### src/rtl/branch_pkg.sv
// Shared types for the branch redirect controller: FSM states, BTB entry layout
// and 2-bit BHT counter encoding with its saturating update.
package branch_pkg;

  localparam int BTB_IDX_W = 6;
  localparam int BTB_TAG_W = 8;

  typedef enum logic [1:0] {
    S_INIT,
    S_RUN,
    S_FLUSH
  } state_t;

  typedef struct packed {
    logic                 valid;
    logic [BTB_TAG_W-1:0] tag;
    logic [29:0]          target;
  } btb_entry_t;

  localparam logic [1:0] BHT_STRONG_NT = 2'b00;
  localparam logic [1:0] BHT_WEAK_NT   = 2'b01;
  localparam logic [1:0] BHT_WEAK_T    = 2'b10;
  localparam logic [1:0] BHT_STRONG_T  = 2'b11;

  function automatic logic [1:0] bht_next(input logic [1:0] cur, input logic taken);
    logic [1:0] nxt;
    nxt = cur;
    if (taken && cur != BHT_STRONG_T) nxt = cur + 2'b01;
    else if (!taken && cur != BHT_STRONG_NT) nxt = cur - 2'b01;
    return nxt;
  endfunction

endpackage

### src/rtl/btb_bht_table.sv
// Direct-mapped BTB + BHT storage: one combinational read port, one
// read-modify-write update port and an init clear port (clear wins).
module btb_bht_table
  import branch_pkg::*;
#(
  parameter int IDX_W = BTB_IDX_W
) (
  input  logic             clk,
  input  logic             clr_en,
  input  logic [IDX_W-1:0] clr_idx,
  input  logic [IDX_W-1:0] rd_idx,
  output btb_entry_t       rd_entry,
  output logic [1:0]       rd_bht,
  input  logic             upd_en,
  input  logic [IDX_W-1:0] upd_idx,
  input  logic             upd_taken,
  input  btb_entry_t       upd_entry
);

  localparam int DEPTH = 1 << IDX_W;

  btb_entry_t btb [DEPTH];
  logic [1:0] bht [DEPTH];

  assign rd_entry = btb[rd_idx];
  assign rd_bht   = bht[rd_idx];

  // The BTB is only rewritten on taken resolutions; not-taken only moves the counter.
  always_ff @(posedge clk) begin
    if (clr_en) begin
      btb[clr_idx] <= '0;
      bht[clr_idx] <= BHT_WEAK_NT;
    end else if (upd_en) begin
      bht[upd_idx] <= bht_next(bht[upd_idx], upd_taken);
      if (upd_taken) btb[upd_idx] <= upd_entry;
    end
  end

endmodule

### src/rtl/branch_redirect_ctrl.sv
// Front-end PC sequencer with BTB/BHT prediction and mispredict flush/redirect.
// Optional BRANCH_PERF_CNT_EN adds branch and mispredict counters.
module branch_redirect_ctrl
  import branch_pkg::*;
#(
  parameter logic [31:0] RESET_PC = 32'h8000_0000,
  parameter int          IDX_W    = BTB_IDX_W,
  parameter int          TAG_W    = BTB_TAG_W
) (
  input  logic        clk,
  input  logic        rst_n,
  output logic [31:0] if_pc,
  output logic        if_valid,
  input  logic        if_ready,
  output logic        if_pred_taken,
  output logic [31:0] if_pred_target,
  input  logic        res_valid,
  input  logic [31:0] res_pc,
  input  logic        res_is_branch,
  input  logic        res_taken,
  input  logic [31:0] res_offset,
  input  logic        res_pred_taken,
  input  logic [31:0] res_pred_target,
  output logic        flush,
  output logic        busy
`ifdef BRANCH_PERF_CNT_EN
  ,
  output logic [31:0] perf_branches,
  output logic [31:0] perf_mispredicts
`endif
);

  state_t           state_q, state_d;
  logic [IDX_W-1:0] cnt_q, cnt_d;
  logic [31:0]      pc_q, pc_d;

  btb_entry_t rd_entry, upd_entry;
  logic [1:0] rd_bht;
  logic       hit, pred_taken;
  logic [31:0] pred_target;
  logic       clr_en, resolve, mispredict;
  logic [31:0] res_sum, res_target, res_seq;

  btb_bht_table #(.IDX_W(IDX_W)) u_table (
    .clk       (clk),
    .clr_en    (clr_en),
    .clr_idx   (cnt_q),
    .rd_idx    (pc_q[IDX_W+1:2]),
    .rd_entry  (rd_entry),
    .rd_bht    (rd_bht),
    .upd_en    (resolve),
    .upd_idx   (res_pc[IDX_W+1:2]),
    .upd_taken (res_taken),
    .upd_entry (upd_entry)
  );

  assign hit         = rd_entry.valid && (rd_entry.tag == pc_q[IDX_W+TAG_W+1:IDX_W+2]);
  assign pred_taken  = (state_q == S_RUN) && hit && rd_bht[1];
  assign pred_target = {rd_entry.target, 2'b00};

  // Targets and fall-through addresses are word aligned before compare and redirect.
  assign res_sum    = res_pc + res_offset;
  assign res_target = {res_sum[31:2], 2'b00};
  assign res_seq    = {res_pc[31:2] + 30'd1, 2'b00};

  assign resolve    = (state_q == S_RUN) && res_valid && res_is_branch;
  assign mispredict = resolve && ((res_taken != res_pred_taken) ||
                                  (res_taken && (res_target != res_pred_target)));

  assign upd_entry.valid  = 1'b1;
  assign upd_entry.tag    = res_pc[IDX_W+TAG_W+1:IDX_W+2];
  assign upd_entry.target = res_target[31:2];

  always_ff @(posedge clk) begin
    if (!rst_n) begin
      state_q <= S_INIT;
      cnt_q   <= '0;
      pc_q    <= {RESET_PC[31:2], 2'b00};
    end else begin
      state_q <= state_d;
      cnt_q   <= cnt_d;
      pc_q    <= pc_d;
    end
  end

  // A mispredict redirect overrides the fetch advance and ignores if_ready.
  always_comb begin
    state_d = state_q;
    cnt_d   = cnt_q;
    pc_d    = pc_q;
    clr_en  = 1'b0;
    unique case (state_q)
      S_INIT: begin
        clr_en = 1'b1;
        cnt_d  = cnt_q + 1'b1;
        if (cnt_q == '1) state_d = S_RUN;
      end
      S_RUN: begin
        if (mispredict) begin
          pc_d    = res_taken ? res_target : res_seq;
          state_d = S_FLUSH;
        end else if (if_ready) begin
          pc_d = pred_taken ? pred_target : pc_q + 32'd4;
        end
      end
      S_FLUSH: state_d = S_RUN;
      default: state_d = S_INIT;
    endcase
  end

  assign if_pc          = pc_q;
  assign if_valid       = (state_q == S_RUN);
  assign if_pred_taken  = pred_taken;
  assign if_pred_target = pred_target;
  assign flush          = mispredict;
  assign busy           = (state_q == S_INIT);

`ifdef BRANCH_PERF_CNT_EN
  logic [31:0] br_cnt_q, mp_cnt_q;

  always_ff @(posedge clk) begin
    if (!rst_n) begin
      br_cnt_q <= '0;
      mp_cnt_q <= '0;
    end else begin
      if (resolve) br_cnt_q <= br_cnt_q + 32'd1;
      if (mispredict) mp_cnt_q <= mp_cnt_q + 32'd1;
    end
  end

  assign perf_branches    = br_cnt_q;
  assign perf_mispredicts = mp_cnt_q;
`endif

endmodule

### config.mk
export PLATFORM = sky130hd
export DESIGN_NAME = branch_redirect_ctrl
export DESIGN_NICKNAME = d
export VERILOG_FILES = /design/src/rtl/branch_pkg.sv /design/src/rtl/btb_bht_table.sv /design/src/rtl/branch_redirect_ctrl.sv
export SDC_FILE = /design/constraint.sdc
export NUM_CORES = 2
export LEC_CHECK = 0
export BUFFER_PORTS_ARGS = -buffer_cell sky130_fd_sc_hd__buf_2
export CORE_ASPECT_RATIO = 1.1
export CORE_MARGIN = 5
export CORE_UTILIZATION = 60
export DETAILED_ROUTE_END_ITERATION = 10
export MAX_ROUTING_LAYER = met4
export PLACE_DENSITY = 0.77
export SYNTH_ARGS = -nofsm -noshare
export SYNTH_HDL_FRONTEND = slang
export SYNTH_SLANG_ARGS = --single-unit
### constraint.sdc
create_clock -name clk -period 11 [get_ports clk]
set_input_delay 0.55 -clock clk [delete_from_list [all_inputs] [get_ports clk]]
set_output_delay 0.55 -clock clk [all_outputs]
set_load 0.02 [all_outputs]
; After elaboration in Yosys (flattened, before gate mapping)
; Memories as Yosys holds them, arrays and structs flattened. A register that Yosys moved wholly into a read port is not among the register bits.
; Cells that the tools add are included.
[op_classes]
reduce_logical = 18
n_eq_ne = 9
n_addsub = 6
muxes = 31
[op_table]
columns = cell, count
row1 = $mux W32, 4
row2 = $mux W39, 1
row3 = $reduce_or A39 Y1, 1
row4 = $mux W6, 6
row5 = $add A32 B3 Y32 const B, 1
row6 = $add A32 B32 Y32, 1
row7 = $ne A32 B32 Y1, 1
row8 = $add A30 B1 Y30 const B, 1
row9 = $mux W2, 7
row10 = $mux W1, 12
row11 = $logic_and A1 B1 Y1, 9
row12 = $eq A8 B8 Y1, 1
row13 = $add A6 B1 Y6 const B, 1
row14 = $eq A6 B6 Y1 const B, 1
row15 = $pmux W2 S3, 1
row16 = $ne A2 B1 Y1 const B, 2
row17 = $reduce_and A2 Y1, 2
row18 = $reduce_bool A2 Y1, 2
row19 = $add A2 B1 Y2 const B, 1
row20 = $eq A2 B1 Y1 const B, 1
row21 = $eq A2 B2 Y1 const B, 1
row22 = $logic_not A2 Y1, 1
row23 = $ne A2 B2 Y1 const B, 1
row24 = $reduce_or A2 Y1, 1
row25 = 4 further kinds, 4
[word_totals]
register_bits = 40
wordCells = 69
ramBits = 2624
in_bits = 103
mem_count = 2
out_inout_bits = 68
[mem_list]
columns = memory, depth, width, read_ports, rd_ports_with_merged_regs, wr, line
row1 = u_table.btb, 64, 39, 1, 1, 1, btb_bht_table.sv:22  ; btb_entry_t btb [DEPTH];
row2 = u_table.bht, 64, 2, 2, 1, 1, btb_bht_table.sv:23  ; logic [1:0] bht [DEPTH];

; Logic depth before layout (Yosys ltp)
[depth]
depth_word = 9
depth_mapped = 17
depth_no_buf = 13

; Hierarchy
; Synthesis repeated with hierarchy kept, for this count alone.
[unflattened]
hier_cells = 5243
area_unflattened_um2 = 108013.6
[by_module_without_submodules]
columns = mod, area_per_inst_um2, instances, cells_per_inst, seq_area_each_um2
row1 = btb_bht_table, 101872.7, 1, 4320, 78795.6
row2 = branch_redirect_ctrl, 6140.9, 1, 923, 760.7

; Worst setup path before layout
; No wires, ideal clock.
[synth_timing]
path_type = input port to flip-flop
start = input res_pc[2]
end = memory u_table.bht[0][1], data pin
arrival_ps = 6071
setup_ps = 722
required_ps = 10278
setup_slack_ps = 4207
n_path_buf = 2
path_stages = 9
path_cell_list = buf_1 clkbuf_1 mux4_2 mux4_2 mux4_2 ha_1 nor2_1 a211oi_1 a211oi_1
[synth_between]
elab_chain_cells = 8
elab_cells_between_ends = 12
cone_classes = add/sub (2) / eq/ne (1) / mux (5) / reduce/logical (3) / memory (1)
[synth_lines]
columns = element, line
row1 = from (decl), branch_redirect_ctrl.sv:18  ; input logic [31:0] res_pc,
row2 = $mem_v2 Z64 W2 (*), n/a
row3 = "parallel branches: the longest is 3 deep, another holds $sub A2 B1 Y2", n/a
row4 = $mux W2 (*), branch_pkg.sv:28  ; if (taken && cur != BHT_STRONG_T) nxt = cur + 2'b01;
row5 = $mux W2 (*), btb_bht_table.sv:33  ; end else if (upd_en) begin
row6 = $mux W2 (*), btb_bht_table.sv:30  ; if (clr_en) begin
row7 = $mux W2 (no line) (*), n/a
row8 = to (decl), btb_bht_table.sv:23
; Every way passes the cells marked *. The select of a mux whose other input is x is not followed.

==> results.md <==
- Per-cell routed wire length: 43.0 um
- Drt total wl: 347,000 um
- Final period utilization: 0.599
- Max VDD drop: 197 uV
- TritonCTS clock tree: built
- CTS max path bufs: 3
- Asr flop ratio synth: 0
- Sequential Area: 79,700 um^2
- Layout fillers: 10.8k
- P_sw: 4.34 mW
- Post-Syn Area: 108,000 um^2
- Synth cell types: 86
- Sw Share: 0.216
- Number of setup buffers added after CTS: 0
- 1st-iter DRT viols: 10.9k
- Sequential share of power: 0.551
- Leak: 42.7 nW
- Port bufs: 166
- Ys Warns: 0
- Die Span Y: 454 um
- IO Count: 171
- WP data arrival: 6.04 ns
- Sum of negative setup slack: 0 ns
- #FFs+latches synth: 2,668
- Final net count: 5,568
- Slew @ Worst Pin: 1.40 ns
- Syn_area_per_cell: 20.8 um^2
- Clk slew on worst S/H paths: 0.07 ns
- Overflow after GRT: 0
- Number of global-route vias before repair: 59.0k
- Top_reg_cell synth: edfxtp_1
- First-pass GRT wire length: 473,000 um
- Max Slew Vio Count: 0
- Max FO, Critical Path: 94
- Worst-Skew Late Latency: 0.92 ns
- # Max-Cap Violations: 0
- Internal Pwr Total: 15.7 mW
- Startpoint Class: flop
- Antenna violations before repair: 29
- Outcome: complete, no violations
- Post-Synthesis Cells: 5,168
- Post-synthesis sequential area ratio: 0.740
- Final Instance Count excl. Fillers: 8,060
- CTS buffer count: 237
- Comb pwr share: 0.032
- Fin. Hold Viols: 0
- Global placer's final weighted congestion: 0.967
- FP Rows: 163
- Clk sinks: 2,668
- EDFF count, synth: 2,624
- Placed cell count: 7,566
- Hold_buf cts: 0
- Hold WS: 0.188 ns
- Core area: 179,000 um^2
- DP HPWL: 188,000 um
- Root buf cell: clkbuf_16
- Post-CTS sizing: 0
- Clock network power share: 0.417
- Layout cell share with drive strength beyond 1: 0.279
- Setup ws final: 4.41 ns
- Worst EP required: 10.45 ns
- Crit end category: primary output
- Critical path class: flop to primary output
- Area of the multi-input gates: 27,300 um^2
- Largest net degree at the start of global routing: 143
- GRT Total Usage: 0.382
- Final min period: 6.59 ns
- Hold WC Path Type: input pin to flop
- ANT nets after route: 0
- Max Clk Rate: 152 MHz
- DRC viols: 0
- Vias per cell: 7.47
- Vias: 60.2k
- Pre-CTS setup slack: 4.87 ns
- H-tree Lvls: 4
- Area Overhead vs Synth: 11.5%
- Final Util: 0.671
- Die area: 188,000 um^2
- Die width: 414 um
- RSZ-0062 raised after global routing: no
- Starting Density: 0.602
- Pre-antenna DRT Iters: 6
- Rel. slew slack: 0.0644
- Clk_skew: 0.0974 ns
- Number of setup violations in the final report: 0
- Pwr per Cell Area: 167 nW/um^2
-- cell usage after synthesis (all sizes together), types with 35 or more instances --
library cell  number  area share
o21ai             65      0.0030
nand3             95      0.0044
mux4             774        0.16
nand2            174      0.0061
nand2b            37      0.0022
xnor2             70      0.0057
buf              170      0.0084
clkbuf           118      0.0041
o211ai            46      0.0032
dfxtp             44      0.0082
a21oi             93      0.0044
xor2              41      0.0033
mux2i             76      0.0071
ha                35      0.0041
a22oi             36      0.0025
nor2             245      0.0086
edfxtp          2624        0.73
-- path summary, 6_finish.rpt --
path	start	to	slack, ns	cells past startpoint
worst min-delay path	res_pc[25]	if_pc[25]	0.19	4
worst min register to register	if_pc[3]	flop	0.60	2
worst max-delay path	flop	if_pred_target[30]	4.41	8
worst max register to register	state_q[0]	u_table.btb[28][2]	4.83	11
-- critical path, cell delays in order (launching register included) --
cell and delay (ns):
dfxtp_4 0.61, buf_4 0.69, buf_12 0.70, buf_4 0.72, mux4_2 0.69, mux4_2 0.53
mux2i_1 0.49, o21ai_0 0.33, buf_2 0.30
-- metrics by stage --
step	power [mW]	instance area, um^2
finish	20.1	120000
global placement	11.9	112000
CTS	20.0	120000
detailed placement	11.9	112000
global route	20.5	120000
floorplan	11.6	108000
-- registers in the layout, summed over array words and instances, names as in the netlist, named ones only --
signal and cells:
cnt_q 6, if_pc 30, state_q 2, u_table.bht 128, u_table.btb 2496
-- layout by cell type (no fill, tap or decap), drive strengths merged, types with 36 or more instances in the layout --
| master | n |
|---|---|
| o211ai | 46 |
| a21oi | 93 |
| nand2b | 37 |
| nand3 | 95 |
| edfxtp | 2624 |
| a22oi | 36 |
| clkbuf | 294 |
| clkinv | 111 |
| nand2 | 174 |
| xnor2 | 70 |
| buf | 308 |
| nor2 | 245 |
| mux4 | 774 |
| o21ai | 65 |
| xor2 | 41 |
| dfxtp | 44 |
| mux2i | 76 |
-- power by group through the flow --
stage	clock network, mW	logic [mW]	registers [mW]
floorplan	0	0.325	11.3
detailed placement	0	0.612	11.3
global placement	0	0.610	11.3
global route	8.82	0.647	11.1
CTS	8.35	0.619	11.1
finish	8.37	0.636	11.1
-- per-layer routing --
layer	track usage	part of all wire
met1	0.458	0.31
met2	0.575	0.47
met3	0.0996	0.13
met4	0.259	0.087
met5	-	0
-- cell type report --
| class | instances | share of cell area |
|---|---|---|
| sequential | 2668 | 0.664 |
| multi-input combinational | 2194 | 0.227 |
| clock buffer | 294 | 0.0513 |
| tap | 2392 | 0.0249 |
| timing repair buffer | 308 | 0.0184 |
| clock inverter | 149 | 0.0129 |
| inverter | 21 | 0.000729 |
| antenna | 34 | 0.000708 |
-- cell families after synthesis --
group	Yosys count	synth area share
XOR/XNOR	124	0.0118
flip-flops	2668	0.740
AND/OR/NAND/NOR	731	0.0323
other	1	0.0000348
adder cells (fa/ha/maj)	35	0.00407
multiplexers	871	0.171
buffers and inverters	309	0.0133
AO/OA/AOI/OAI	429	0.0271
No activity file was read; power rests on OpenSTA's default activity.
